**src/rtl/wb_bus_stage.sv**
```systemverilog
// -----------------------------------------------------------------------------
// wb_bus_stage
//
// Writeback stage sitting after the MEM/WB pipeline register. It finishes
// load/store transactions to the SoC slaves (dmem, uart, timer, gpio, default),
// inserts wait states while the addressed slave is not ready, selects the
// writeback value and drives a registered register-file write port.
//
// Optional feature: define WB_BUS_TIMEOUT_EN to abort an access that is still
// waiting after TIMEOUT-1 stall cycles (reported through bus_err).
//
// Ports
//   CLK              clock, rising edge
//   RST              asynchronous active-low reset
//   RegWriteW        instruction writes the register file
//   MemWriteW        instruction is a store
//   mfc0W            MFC0: CP0 value overrides the MemtoReg selection
//   MemtoRegW        00 ALU, 01 load data, 10 HI, 11 LO
//   ALUOutW          ALU result / bus address
//   WriteRegW        destination register
//   hi_rd_W          HI register value
//   lo_rd_W          LO register value
//   cp0_to_regfileW  CP0 read value
//   slave_en_W       one-hot slave select {gpio, default, timer, uart, dmem}
//   slave_rdata      packed read data {gpio, timer, uart, dmem}
//   slave_ready      per-slave ready {gpio, timer, uart, dmem}
//   rf_we/rf_waddr/rf_wdata  registered register-file write port
//   stall_wb         combinational hold request to upstream stages
//   bus_err          one-cycle pulse on decode error or timeout
//   err_addr         address of the last errored access
// -----------------------------------------------------------------------------
module wb_bus_stage #(
  parameter int unsigned TIMEOUT       = 16,
  parameter logic [31:0] DEFAULT_RDATA = 32'h0000_0000
) (
  input  logic         CLK,
  input  logic         RST,
  input  logic         RegWriteW,
  input  logic         MemWriteW,
  input  logic         mfc0W,
  input  logic [1:0]   MemtoRegW,
  input  logic [31:0]  ALUOutW,
  input  logic [4:0]   WriteRegW,
  input  logic [31:0]  hi_rd_W,
  input  logic [31:0]  lo_rd_W,
  input  logic [31:0]  cp0_to_regfileW,
  input  logic [4:0]   slave_en_W,
  input  logic [127:0] slave_rdata,
  input  logic [3:0]   slave_ready,
  output logic         rf_we,
  output logic [4:0]   rf_waddr,
  output logic [31:0]  rf_wdata,
  output logic         stall_wb,
  output logic         bus_err,
  output logic [31:0]  err_addr
);

  // A timeout below 2 could never fire after the first stalled cycle.
  if (TIMEOUT < 2) begin : g_timeout_check
    $error("wb_bus_stage: TIMEOUT must be at least 2");
  end

  typedef enum logic {
    IDLE = 1'b0,
    WAIT = 1'b1
  } state_t;

  state_t state_q, state_d;

  logic        access;
  logic        dec_bad;
  logic        dec_err;
  logic        sel_ready;
  logic [31:0] sel_rdata;
  logic [31:0] load_data;
  logic [31:0] wb_val;
  logic        stall_int;
  logic        complete;
  logic        err_now;

  assign access = MemWriteW | (MemtoRegW == 2'b01);

  // Slave decode: only a single dmem/uart/timer/gpio bit is a legal select;
  // zero, multiple bits or the default-slave bit all count as decode errors.
  always_comb begin
    sel_ready = 1'b0;
    sel_rdata = '0;
    dec_bad   = 1'b0;
    case (slave_en_W)
      5'b00001: begin sel_ready = slave_ready[0]; sel_rdata = slave_rdata[31:0];   end
      5'b00010: begin sel_ready = slave_ready[1]; sel_rdata = slave_rdata[63:32];  end
      5'b00100: begin sel_ready = slave_ready[2]; sel_rdata = slave_rdata[95:64];  end
      5'b10000: begin sel_ready = slave_ready[3]; sel_rdata = slave_rdata[127:96]; end
      default:  dec_bad = 1'b1;
    endcase
  end

  assign dec_err   = access & dec_bad;
  assign load_data = dec_bad ? DEFAULT_RDATA : sel_rdata;

  always_comb begin
    wb_val = ALUOutW;
    if (mfc0W) begin
      wb_val = cp0_to_regfileW;
    end else begin
      case (MemtoRegW)
        2'b00:   wb_val = ALUOutW;
        2'b01:   wb_val = load_data;
        2'b10:   wb_val = hi_rd_W;
        default: wb_val = lo_rd_W;
      endcase
    end
  end

`ifdef WB_BUS_TIMEOUT_EN
  localparam int unsigned     CW       = (TIMEOUT > 2) ? $clog2(TIMEOUT) : 1;
  // Abort when the incremented count would reach TIMEOUT-1; together with
  // the IDLE cycle that first stalled this yields TIMEOUT-1 stall cycles.
  localparam logic [CW-1:0]   CNT_LAST = CW'(TIMEOUT - 2);

  logic [CW-1:0] cnt_q;

  always_ff @(posedge CLK or negedge RST) begin
    if (!RST) begin
      cnt_q <= '0;
    end else if (state_q == IDLE) begin
      cnt_q <= '0;
    end else begin
      cnt_q <= cnt_q + 1'b1;
    end
  end
`endif

  always_comb begin
    state_d   = state_q;
    stall_int = 1'b0;
    complete  = 1'b0;
    err_now   = 1'b0;
    case (state_q)
      IDLE: begin
        if (!access) begin
          complete = 1'b1;
        end else if (dec_err) begin
          complete = 1'b1;
          err_now  = 1'b1;
        end else if (sel_ready) begin
          complete = 1'b1;
        end else begin
          stall_int = 1'b1;
          state_d   = WAIT;
        end
      end
      WAIT: begin
        if (sel_ready) begin
          complete = 1'b1;
          state_d  = IDLE;
        end
`ifdef WB_BUS_TIMEOUT_EN
        else if (cnt_q == CNT_LAST) begin
          err_now = 1'b1;
          state_d = IDLE;
        end
`endif
        else begin
          stall_int = 1'b1;
        end
      end
      default: state_d = IDLE;
    endcase
  end

  // Held low during reset so upstream never sees a stall from stale inputs.
  assign stall_wb = stall_int & RST;

  always_ff @(posedge CLK or negedge RST) begin
    if (!RST) begin
      state_q  <= IDLE;
      rf_we    <= 1'b0;
      rf_waddr <= '0;
      rf_wdata <= '0;
      bus_err  <= 1'b0;
      err_addr <= '0;
    end else begin
      state_q  <= state_d;
      rf_we    <= complete & RegWriteW & ~MemWriteW;
      rf_waddr <= WriteRegW;
      rf_wdata <= wb_val;
      bus_err  <= err_now;
      if (err_now) begin
        err_addr <= ALUOutW;
      end
    end
  end

endmodule

```
**config.mk**
```make
export PLATFORM = sky130hd
export DESIGN_NAME = wb_bus_stage
export DESIGN_NICKNAME = d
export VERILOG_FILES = /design/src/rtl/wb_bus_stage.sv
export SDC_FILE = /design/constraint.sdc
export NUM_CORES = 1
export LEC_CHECK = 0
export BUFFER_PORTS_ARGS = -buffer_cell sky130_fd_sc_hd__buf_4
export CELL_PAD_IN_SITES_DETAIL_PLACEMENT = 1
export CELL_PAD_IN_SITES_GLOBAL_PLACEMENT = 1
export CORE_AREA = 3 3 136 138
export CTS_CLUSTER_SIZE = 16
export DETAILED_ROUTE_END_ITERATION = 8
export DIE_AREA = 0 0 139 141
export PLACE_DENSITY_LB_ADDON = 0.3
export RECOVER_POWER = 50
export SYNTH_ARGS = -nofsm -noshare
export SYNTH_HDL_FRONTEND = slang
export SYNTH_SLANG_ARGS = --single-unit
```
**constraint.sdc**
```tcl
create_clock -name CLK -period 3.3 [get_ports CLK]
set_input_delay 0.165 -clock CLK [delete_from_list [all_inputs] [get_ports CLK]]
set_output_delay 0.165 -clock CLK [all_outputs]
set_load 0.01 [all_outputs]
```
==> results by group <==
GRT
  – Initial antenna violation count: 0
  – GRT overflow: 0
  – Largest net degree at the start of global routing: 50
  – GRT Total Usage: 22.9%
  – Global-route wire length before repair: 34.8 mm
  – Vias in the first global route: 6,020

STA
  – Hold Vio Cnt, Final: 0
  – Min Tclk post-route: 2.18 ns
  – Fin Setup TNS: 0 ns
  – Tcrit/Tclk final: 66.1%
  – Setup Viol. Count Final: 0
  – Fmax achieved: 458 MHz
  – Pins Over Slew Limit: 0
  – Worst-margin pin slew: 0.836 ns
  – RSZ-0062 raised after global routing: false
  – Layout Skew: 0.00888 ns
  – Slew headroom: 44.1%
  – Setup slack after layout: 1.12 ns

Synthesis
  – Synth cell types: 31
  – Sequential-to-total area share from yosys stat: 40.5%
  – Syn avg cell area: 9.36 um^2
  – Number of synthesized flops with an enable pin: 0
  – Most common flop cell mapped by yosys: dfrtp_1
  – Mapped Area: 4450 um^2
  – Most frequent cell after synthesis: nand2_1
  – Synth top cells by count: 80 x nand2_1, 72 x dfrtp_1, 48 x a22o_1
  – Post-synthesis register bit count: 72
  – Main area contributors after synthesis: dfrtp_1 41%, mux2_4 9.8%, a22o_1 9.5%
  – Syn_nets: approximately 750
  – Yosys warns: 0
  – Asr flop ratio synth: 100%
  – Largest area contributor in the netlist: dfrtp_1
  – Share of the synthesized area in the top cell type: a little over 40%
  – Synth Instances: 475

Power and ir drop
  – VDD IR max: 0.253 mV
  – P_leak: 3.43 nW
  – Pwr/cell area: 466 nW/um^2

Clocking
  – Worst-Skew Late Latency: roughly 0.33 ns
  – CTS clk-pin slew, worst paths: 0.06 ns
  – CTS tree: built
  – Clk root buf: clkbuf_16
  – Max H-tree Level: 3
  – Max Buffers Root-to-Sink: 2
  – Clk sink count: 72
  – Inserted Clock Buffers: 9

Worst setup path
  – Startpoint types: primary input
  – Worst R2R Path Depth: 2
  – Crit end category: primary output
  – Setup Crit Path Kind: primary input to primary output
  – Required @ worst endpoint: approximately 3.1 ns
  – Worst-path maximum fanout: 25
  – Crit path DAT: 2.02 ns

Drt
  – Final ANT Viol Nets: 0
  – Via count: between 5,000 and 6,000
  – Residual DRC: 0
  – DR pass1 iterations: 5
  – 1st-iter DRT viols: just over 200
  – Total wire length: between 20 and 25 mm
  – Drt wl/cell: roughly 23 um
  – Via density: 5.15

Hold path
  – WHS Path Cells: 3
  – Worst hold path type: primary input to flip-flop

Die
  – Die ar.: just under 20,000 um^2
  – Die Height: 141 um
  – # IOs: 349
  – Initial Util: 25.7%
  – Area of the core: 17,300 um^2
  – Row Count: 48
  – Die Wd: ~140 um

Finish
  – Number of nets in the layout: 1,080
  – Antenna Cells: 0
  – Non-Filler Instances: 1,033
  – Share of cells above drive strength 1: 42.3%
  – Area Growth Syn to Fin: 64.5%

Placement
  – I/O Buffers: 348
  – DP Wirelength: around 18 mm
  – Dpl ws: 0.985 ns
  – RePlAce Congestion: 0.886
  – Placed Cells: 1,011

Job
  – Max_cap viols: 0

Status
  – Status: finished, final reports clean
timing repair:
item	in CTS	in global routing
gates resized for setup	0	0
hold buffers	6	0
buffers inserted	0	0
endpoints found under the hold margin	38	0
registers in the layout, indices dropped and copies added, names as in the netlist:
signal and cells:
err_addr 32, state_q 1, rf_wdata 32, rf_waddr 5, bus_err 1, rf_we 1
cell type report:
cell class,count,area (um^2)
clock buffers,11,243
clock inverters,5,56.3
fillers,2102,9980
inverters,7,26.3
multi-input cells,350,2430
flip-flops and latches,72,1800
well taps,225,282
repair buffers,363,2480
cell usage in the layout (no fill, tap or decap), drive strengths merged, types with 6 or more instances in the layout:
| cell type | count |
|---|---|
| inv | 6 |
| a21oi | 19 |
| a31oi | 24 |
| a221oi | 8 |
| mux2i | 8 |
| o22ai | 24 |
| buf | 282 |
| and3 | 26 |
| a22o | 48 |
| nand3b | 18 |
| nand2 | 80 |
| nor2 | 13 |
| mux2 | 32 |
| o221ai | 8 |
| o21ai | 27 |
| clkbuf | 86 |
| dlygate4sd3 | 6 |
| dfrtp | 72 |
critical path: stages:
cell	delay (ns)
buf_4	0.21
nor2b_2	0.21
buf_4	0.36
o21ai_0	0.16
a211o_1	0.31
a211oi_1	0.40
buf_4	0.20
metrics by stage:
stage | hold slack, ns | util [%] | total power, mW | cell area (um^2)
3_5_place_dp | 0.160 | 41.7 | 2.60 | 7220
3_3_place_gp | 0.150 | 41.7 | 2.56 | 7220
5_1_grt | 0.0450 | 42.3 | 3.59 | 7310
2_1_floorplan | -0.131 | - | 1.81 | 4450
6_report | 0.0454 | 42.3 | 3.41 | 7310
4_1_cts | 0.0372 | 43.8 | 3.61 | 7580
kinds of logic (layout without fill, tap and decap cells):
group,count (synthesis),in the layout,share of synthesized area [%]
AND/OR/NAND/NOR,147,147,16.1
AO/OA/AOI/OAI,163,163,25.6
buffers and inverters,53,386,5.49
flip-flops,72,72,40.5
multiplexers,40,40,12.4
final timing paths:
check / startpoint / endpoint / slack, ns
max in group asynchronous: RST / err_addr[20] / 2.02
min: cp0_to_regfileW[30] / rf_wdata[30] / 0.05
max: slave_en_W[1] / stall_wb / 1.12
max reg2reg: state_q / err_addr[6] / 1.49
min in group asynchronous: RST / err_addr[10] / 0.35
min reg2reg: err_addr[0] / err_addr[0] / 0.51
report_power, final:
group | switching (mW) | total [mW] | internal (mW)
clock | 0.389 | 0.994 | 0.605
combinational | 0.565 | 1.20 | 0.634
sequential | 0.121 | 1.22 | 1.10
routing by layer:
| metal | part of all wire, % | wire length, um | track usage (%) |
|---|---|---|---|
| met5 | 0 | 0 | 0 |
| met4 | 2.1 | 490 | 7.11 |
| met3 | 6.5 | 1510 | 5.56 |
| met2 | 52 | 12000 | 41.5 |
| met1 | 40 | 9210 | 26.7 |
(Power assumes the default switching activity.)
